[src/rtl/pipe_ctrl_pkg.sv]
// Shared types for the pipeline stall/flush sequencer.
package pipe_ctrl_pkg;

  typedef enum logic [1:0] {
    RUN   = 2'd0,
    DRAIN = 2'd1,
    ISSUE = 2'd2
  } ctrl_state_t;

  typedef struct packed {
    logic imem_busy;
    logic dmem_busy;
    logic bubble_d;
    logic branch_e;
    logic serial_d;
  } hazard_req_t;

  typedef struct packed {
    logic hold_f;
    logic hold_d;
    logic hold_e;
    logic kill_f;
    logic kill_d;
    logic kill_m;
  } pipe_ctrl_t;

  // Reset view of the pipeline: nothing holds, every register loads a bubble.
  function automatic pipe_ctrl_t flush_all();
    pipe_ctrl_t c;
    c        = '0;
    c.kill_f = 1'b1;
    c.kill_d = 1'b1;
    c.kill_m = 1'b1;
    return c;
  endfunction

endpackage

[src/rtl/pipe_ctrl_sat_counter.sv]
// Saturating up-counter with synchronous clear; clear wins over inc.
module sat_counter #(
  parameter int unsigned W = 32
) (
  input  logic         clk,
  input  logic         reset,
  input  logic         inc,
  input  logic         clear,
  output logic [W-1:0] count
);

  logic [W-1:0] count_q;
  logic [W-1:0] count_d;

  always_comb begin
    count_d = count_q;
    if (clear) begin
      count_d = '0;
    end else if (inc && (count_q != '1)) begin
      count_d = count_q + W'(1);
    end
  end

  always_ff @(posedge clk) begin
    if (!reset) begin
      count_q <= '0;
    end else begin
      count_q <= count_d;
    end
  end

  assign count = count_q;

endmodule

[src/rtl/pipe_ctrl.sv]
// Stall/flush sequencer for the F/D/E/M/W pipeline: hazard merge, CSR drain FSM,
// stall watchdog and saturating performance counters.
module pipe_ctrl
  import pipe_ctrl_pkg::*;
#(
  parameter int unsigned TIMEOUT = 1024,
  parameter int unsigned CNT_W   = 32
) (
  input  logic             clk,
  input  logic             reset,
  input  logic             imem_busy,
  input  logic             dmem_busy,
  input  logic             bubble_d,
  input  logic             branch_e,
  input  logic             valid_d,
  input  logic             serial_d,
  input  logic             valid_e,
  input  logic             valid_m,
  input  logic             valid_w,
  output logic             hold_f,
  output logic             hold_d,
  output logic             hold_e,
  output logic             kill_f,
  output logic             kill_d,
  output logic             kill_m,
  output logic             draining,
  output logic             stall_timeout,
  output logic [CNT_W-1:0] cnt_stall,
  output logic [CNT_W-1:0] cnt_flush
);

  localparam int unsigned WD_W = $clog2(TIMEOUT + 1);

  hazard_req_t  req;
  pipe_ctrl_t   ctrl;
  ctrl_state_t  state_q, state_d;
  logic         pipe_busy;
  logic         stall_timeout_q, stall_timeout_d;
  logic         wd_inc;
  logic [WD_W-1:0] stall_cnt;

  assign req       = '{imem_busy: imem_busy, dmem_busy: dmem_busy, bubble_d: bubble_d,
                       branch_e: branch_e, serial_d: serial_d};
  assign pipe_busy = valid_e | valid_m | valid_w;

  always_comb begin
    ctrl        = '0;
    ctrl.hold_e = req.dmem_busy;
    ctrl.kill_m = req.dmem_busy;
    ctrl.hold_d = ctrl.hold_e;
    if (req.branch_e && !ctrl.hold_e) begin
      ctrl.kill_f = 1'b1;
      ctrl.kill_d = 1'b1;
    end else if (!req.branch_e) begin
      // DRAIN already kills D/E, so a load-use bubble adds nothing there.
      if (state_q == DRAIN) begin
        ctrl.hold_f = 1'b1;
        ctrl.kill_d = !ctrl.hold_e;
      end else if (req.bubble_d && !ctrl.hold_e) begin
        ctrl.hold_f = 1'b1;
        ctrl.kill_d = 1'b1;
      end
    end
    if (ctrl.hold_d) begin
      ctrl.hold_f = 1'b1;
    end
    if (req.imem_busy && !ctrl.hold_f && !req.branch_e) begin
      ctrl.kill_f = 1'b1;
    end
    ctrl.kill_f = ctrl.kill_f & ~ctrl.hold_f;
    ctrl.kill_d = ctrl.kill_d & ~ctrl.hold_d;
    if (!reset) begin
      ctrl = flush_all();
    end
  end

  always_comb begin
    state_d = state_q;
    unique case (state_q)
      RUN: begin
        if (valid_d && req.serial_d && !req.dmem_busy && !req.branch_e && !req.bubble_d
            && pipe_busy) begin
          state_d = DRAIN;
        end
      end
      DRAIN: begin
        if (req.branch_e) begin
          state_d = RUN;
        end else if (!pipe_busy && !req.dmem_busy) begin
          state_d = ISSUE;
        end
      end
      ISSUE: begin
        if (!req.dmem_busy) begin
          state_d = RUN;
        end
      end
      default: state_d = RUN;
    endcase
  end

  // Watchdog count stops at TIMEOUT; the flag is set on the edge that reaches it.
  assign wd_inc          = ctrl.hold_f && (stall_cnt != WD_W'(TIMEOUT));
  assign stall_timeout_d = stall_timeout_q | (wd_inc && (stall_cnt == WD_W'(TIMEOUT - 1)));

  always_ff @(posedge clk) begin
    if (!reset) begin
      state_q         <= RUN;
      stall_timeout_q <= 1'b0;
    end else begin
      state_q         <= state_d;
      stall_timeout_q <= stall_timeout_d;
    end
  end

  sat_counter #(.W(WD_W)) u_watchdog (
    .clk   (clk),
    .reset (reset),
    .inc   (wd_inc),
    .clear (!ctrl.hold_f),
    .count (stall_cnt)
  );

  sat_counter #(.W(CNT_W)) u_cnt_stall (
    .clk   (clk),
    .reset (reset),
    .inc   (ctrl.hold_f),
    .clear (1'b0),
    .count (cnt_stall)
  );

  sat_counter #(.W(CNT_W)) u_cnt_flush (
    .clk   (clk),
    .reset (reset),
    .inc   (req.branch_e && !ctrl.hold_e),
    .clear (1'b0),
    .count (cnt_flush)
  );

  assign hold_f        = ctrl.hold_f;
  assign hold_d        = ctrl.hold_d;
  assign hold_e        = ctrl.hold_e;
  assign kill_f        = ctrl.kill_f;
  assign kill_d        = ctrl.kill_d;
  assign kill_m        = ctrl.kill_m;
  assign draining      = reset && (state_q == DRAIN);
  assign stall_timeout = stall_timeout_q;

endmodule

[config.mk]
export PLATFORM = sky130hd
export DESIGN_NAME = pipe_ctrl
export DESIGN_NICKNAME = d
export VERILOG_FILES = /design/src/rtl/pipe_ctrl_pkg.sv /design/src/rtl/pipe_ctrl_sat_counter.sv /design/src/rtl/pipe_ctrl.sv
export SDC_FILE = /design/constraint.sdc
export NUM_CORES = 1
export LEC_CHECK = 0
export BUFFER_PORTS_ARGS = -buffer_cell sky130_fd_sc_hd__buf_2
export CAP_MARGIN = 40
export CORE_ASPECT_RATIO = 1.75
export CORE_MARGIN = 4
export CORE_UTILIZATION = 55
export CTS_BUF_LIST = sky130_fd_sc_hd__clkbuf_16
export CTS_CLUSTER_SIZE = 20
export DETAILED_ROUTE_END_ITERATION = 8
export PLACE_DENSITY = 0.8
export SETUP_SLACK_MARGIN = 0.15
export SYNTH_ARGS = -nofsm -noshare
export SYNTH_HDL_FRONTEND = slang
export SYNTH_SLANG_ARGS = --single-unit
[constraint.sdc]
create_clock -name clk -period 2.6 [get_ports clk]
set_input_delay 0.26 -clock clk [delete_from_list [all_inputs] [get_ports clk]]
set_output_delay 0.26 -clock clk [all_outputs]
set_load 0.01 [all_outputs]
After elaboration in Yosys (flattened, before gate mapping). Cells that the tools add are included.

$add $sub $neg: 3. Reduce and logical (&&, ||, !) cells: 26. Shift operators: 0. Bitwise operators: 7. Equality and inequality tests: 10. Divide/modulo/power cells: 0. $lt $le $gt $ge: 0. Multiply operators: 0. Mux-type cells: 16.

Operators with widths (number): 32-bit by 1-bit adder with 32-bit output, second input constant (2); 32-bit != test, second input constant (2); 11-bit != test, second input constant (2); 1-bit logical AND (17); 11-bit by 1-bit adder with 11-bit output, second input constant (1); 11-bit by 10-bit equality test with 1-bit output, second input constant (1); 1-bit 2-to-1 mux (10); 2-bit 2-to-1 mux (4); 1-bit logical NOT (6); 6-bit 2-to-1 mux (1); 2-bit case mux with 3 select lines (1); 2-bit != test, second input constant (2); 3-bit != test, second input constant (1); 1-bit bitwise OR (3); 3-bit AND reduction (1); 1-bit AND (2); 2-bit by 1-bit equality test with 1-bit output, second input constant (1); 2-bit equality test, second input constant (1); 2-bit logical NOT (1); 1-bit inverter (2); 2-bit AND reduction (1).

Output and inout port bits: 72. Bits in registers: 78. Logic and storage cells: 67. Memory bits (read-only): 0. RAM bits: 0. Bits in latches: 0. Memories: 0.

Depth between registers and ports, before layout.
Depth after elaboration: 16. Gate-level depth with buffers: 9. Gate-level depth less buffers: 6.

Cells and area by module. Synthesis repeated with hierarchy kept, for this count alone.

Cells, all modules: 506. Area total of the unflattened synthesis: 4155.2 µm².

Modules (own cells, without submodules): sat_counter (u_cnt_flush ...) (area each 1667.8 µm², instances 2, cells each 203); sat_counter (u_watchdog) (area each 545.5 µm², instances 1, cells each 66); pipe_ctrl (area each 274.0 µm², instances 1, cells each 34).

Worst setup path before layout. OpenSTA, ideal clock, no wires.

Path type: reg2reg. Start: reg u_cnt_stall.count_q[0] (netlist: u_cnt_stall.count[0]). End: reg u_cnt_stall.count_q[30] (netlist: u_cnt_stall.count[30]). Arrival time: 2.216 ns. Setup slack: 0.314 ns. Stages on the path, launching flop included: 8. Period minus slack after synthesis: 2.286 ns. Path buffers: 1. Cells stage by stage: dfxtp_1 ha_1 clkbuf_1 nand4_1 or4_1 a211o_1 or4_1 a21oi_1.

Word-level cells in the longest chain between the ends: 2.

Ends and longest elaborated chain: from (decl) (RTL line pipe_ctrl_sat_counter.sv:12) `logic [W-1:0] count_q;`; from (signal assigned) (RTL line pipe_ctrl_sat_counter.sv:28) `count_q <= count_d;`; branches (longest 2 deep; another with 32-bit by 1-bit adder with 32-bit output).

Parallel ways; which one is timed is not known. A chain may end at the register's enable or synchronous reset.

Worst setup path in the final report. Ends and elaborated chain as after synthesis.

==> results.md <==
* Sequential fraction of the synthesis area at 39.3%
* Worst path top cell family by delay: simple AND/OR/NAND/NOR gates
* DR vias at 4119
* CP endpoint: u_cnt_stall.count[30]
* DP Wirelength at 7.82 mm
* CTS root buf: clkbuf_16
* Largest net degree at the start of global routing at 29
* Fin Hold WS at 0.180 ns
* Synth warn at 0
* Slew Limit Fails at 0
* Mapped Cells at 484
* Final setup fails at 0
* Synthesized cell area at 0.00397 mm²
* CP Data Arrival Time at 2.60 ns
* Final Hold Fails at 0
* Die Wd at 72.2 µm
* Worst slack, placed at 0.246 ns
* WP buf/inv at 0
* Largest cells by area after synthesis: dfxtp_1 39%, a21oi_1 6.2%, or3_1 4.9%, nand2_1 4.1%, o21ai_0 3.8%
* RSZ-0062 raised after global routing: no
* Hold path start: branch_e
* Synth Area in Adders at 1.26%
* PwrDens at 567 mW/mm²
* Post-synthesis xor/xnor area fraction at 2.65%
* Max Fclk at 0.430 GHz
* Static Leak at 1.81 nW
* Final period util at 89.4%
* Max-Cap Viols at 0
* Worst-Skew Late Latency at 0.34 ns
* Initial antenna violation count at 0
* Dominant cell type by area after synthesis: dfxtp_1
* Hold Path Class: input pin to register
* Post-CTS Setup Bufs at 0
* Die Area at 0.00870 mm²
* Cts hold-fix bufs at 0
* Part of the power in registers at 44.3%
* # IOs at 83
* Synth cell count leaders: 78 x dfxtp_1, 49 x a21oi_1, 43 x nand2_1
* Clock Tree Buf Depth at 2
* Worst R2R Setup Slack at 0.28 ns
* Final Non-Filler Cells at 655
* Worst rel slew slack at 58.2%
* Largest family of logic cells by synthesized area: simple AND/OR/NAND/NOR gates
* Slowest Stage Delay on Critical Path at 0.49 ns
* CP Launch Type: register
* Crit path depth at 6
* Comb pwr share at 4.8%
* Ys async rst share at 0%
* Status: completed
* Placed instance count at 639
* Sum Neg Setup Slack at 0 ns
* RR Startpoint: u_cnt_stall.count[0]
* Total core area at 0.00696 mm²
* Clk pin slew, worst setup/hold paths at 0.06 ns
* GRT Util Overall at 25.6%
* Worst-Margin Slew at 0.626 ns
* Syn-to-layout area delta at 22.2%
* Worst IR drop on VDD at 0.362 mV
* Fillers at 575
* Worst path slowest cell: or4_1
* Setup ws final at 0.275 ns
* Minimum clock period at 2.32 ns
* CTS tree: yes
* H-tree levels at 3
* Num rows at 40
* NumNets Final at 581
* N_diodes at 0
* Net Count, Synth at 499
* Final Core Density at 69.7%
* Placer Congestion at 0.857
* Yosys top cell area share at 39.3%
* Top-count cell post-synth: dfxtp_1
* Switching fraction of total power at 20.8%
* P_int at 2.18 mW
* Starting Density at 57.1%
* Crit path from: u_cnt_stall.count[0]
* Drt first pass iters at 5
* P_sw at 0.574 mW
* Synth Flop Type: dfxtp_1
* RR Endpoint: u_cnt_stall.count[30]
* Critical path fanouts, max at 15
* Die height at 120 µm
* Critical path, cell by cell: ha_1 > nand4_1 > or4_1 > a211o_4 > or4_1 > a21oi_1
* Sinks on Clock Net at 78
* Worst reg-to-reg path cell count at 6
* Share of layout cells above drive strength 1 at 21.2%
* DRC at 0
* Detailed-route wire length at 10.7 mm
* Routed Antenna Nets at 0
* Port bufs at 82
* Critical Path Most Common Cell: or4_1
* DR WL/cell at 16.4 µm
* Post-synth EDFFs at 0
* First-pass GRT wire length at 17.9 mm
* Post-Synth Simple-Gate Area at 32.3%
* Synth cell types at 45
* Num CTS Buffers at 9
* Vias in the first global route at 3887
* Post-synthesis mux area share at 2.27%
* Worst setup EP type: register
* Compound-Gate Fraction of Synth Area at 18.4%
* Clock Skew at 0.00803 ns
* Seq cells post-synth at 78
* Iteration-0 DRC Markers at 208
* Grt ovf at 0
* Crit Path Class: register to register
* Clock share of power at 50.9%
* Vias per cell at 6.29
* Mean post-synth cell area at 8.21 µm²
* CP required at 2.87 ns
[routing by layer]
layer,vias up,share of wire [%],GRT usage (%)
met3,21,4.9,5.32
met5,-,0,0
met4,0,2.7,12.1
met2,129,56,47.3
li1,1999,-,-
met1,1970,37,26.6
[per-stage QoR]
step | area, µm² | total power [mW]
floorplan | 3970 | 1.32
global placement | 4490 | 1.37
detailed placement | 4510 | 1.38
CTS | 4840 | 2.77
global route | 4850 | 2.84
finish | 4850 | 2.75
[flip-flops by register name, summed over array words and instances, names as in the netlist]
register and cells:
u_cnt_stall.count 32, stall_timeout 1, u_cnt_flush.count 32, u_watchdog.count 11, state_q 2
[cell type report]
class | instances | area, µm² | share of cell area (%)
Clock inverter | 7 | 105 | 2.17
Timing Repair Buffer | 96 | 536 | 11.0
Multi-Input combinational cell | 369 | 2270 | 46.9
Tap cell | 84 | 105 | 2.17
Sequential cell | 78 | 1560 | 32.2
Clock buffer | 9 | 225 | 4.64
Inverter | 12 | 45.0 | 0.928
[cells in the final DEF, fill, tap and decap left out, types with 19 or more instances in the layout]
master,instances
nand2_1,43
or4_1,20
o21ai_0,30
nand4_1,20
dfxtp_1,78
nor2_1,25
or3_1,31
nand3_1,28
buf_2,82
a21oi_1,49
o31ai_1,19
[power by group through the flow]
stage	Clock [mW]	Sequential (mW)	Combinational, mW
after detailed placement	0	1.25	0.133
after CTS	1.41	1.22	0.133
after floorplan	0	1.25	0.0735
final	1.40	1.22	0.133
after global routing	1.47	1.22	0.148
after global placement	0	1.24	0.125
[worst min path at each step]
stage	endpoint	slack (ns)	cells after the start
6_report	state_q[0]	0.18	2
5_1_grt	state_q[0]	0.19	2
4_1_cts	state_q[0]	0.18	2
3_5_place_dp	state_q[1]	0.47	2
3_3_place_gp	state_q[1]	0.47	2
2_1_floorplan	state_q[0]	0.34	1
[cells by family after synthesis]
kind of cell,after synthesis
AO/OA/AOI/OAI,121
XOR/XNOR,12
adder cells (fa/ha/maj),4
buffers and inverters,37
flip-flops,78
multiplexers,9
AND/OR/NAND/NOR,223
[repair_timing]
item,in CTS,in global routing
endpoints found under the hold margin,0,0
gates resized for setup,0,2
endpoints found under the setup margin,0,1
(Power assumes the default switching activity.)
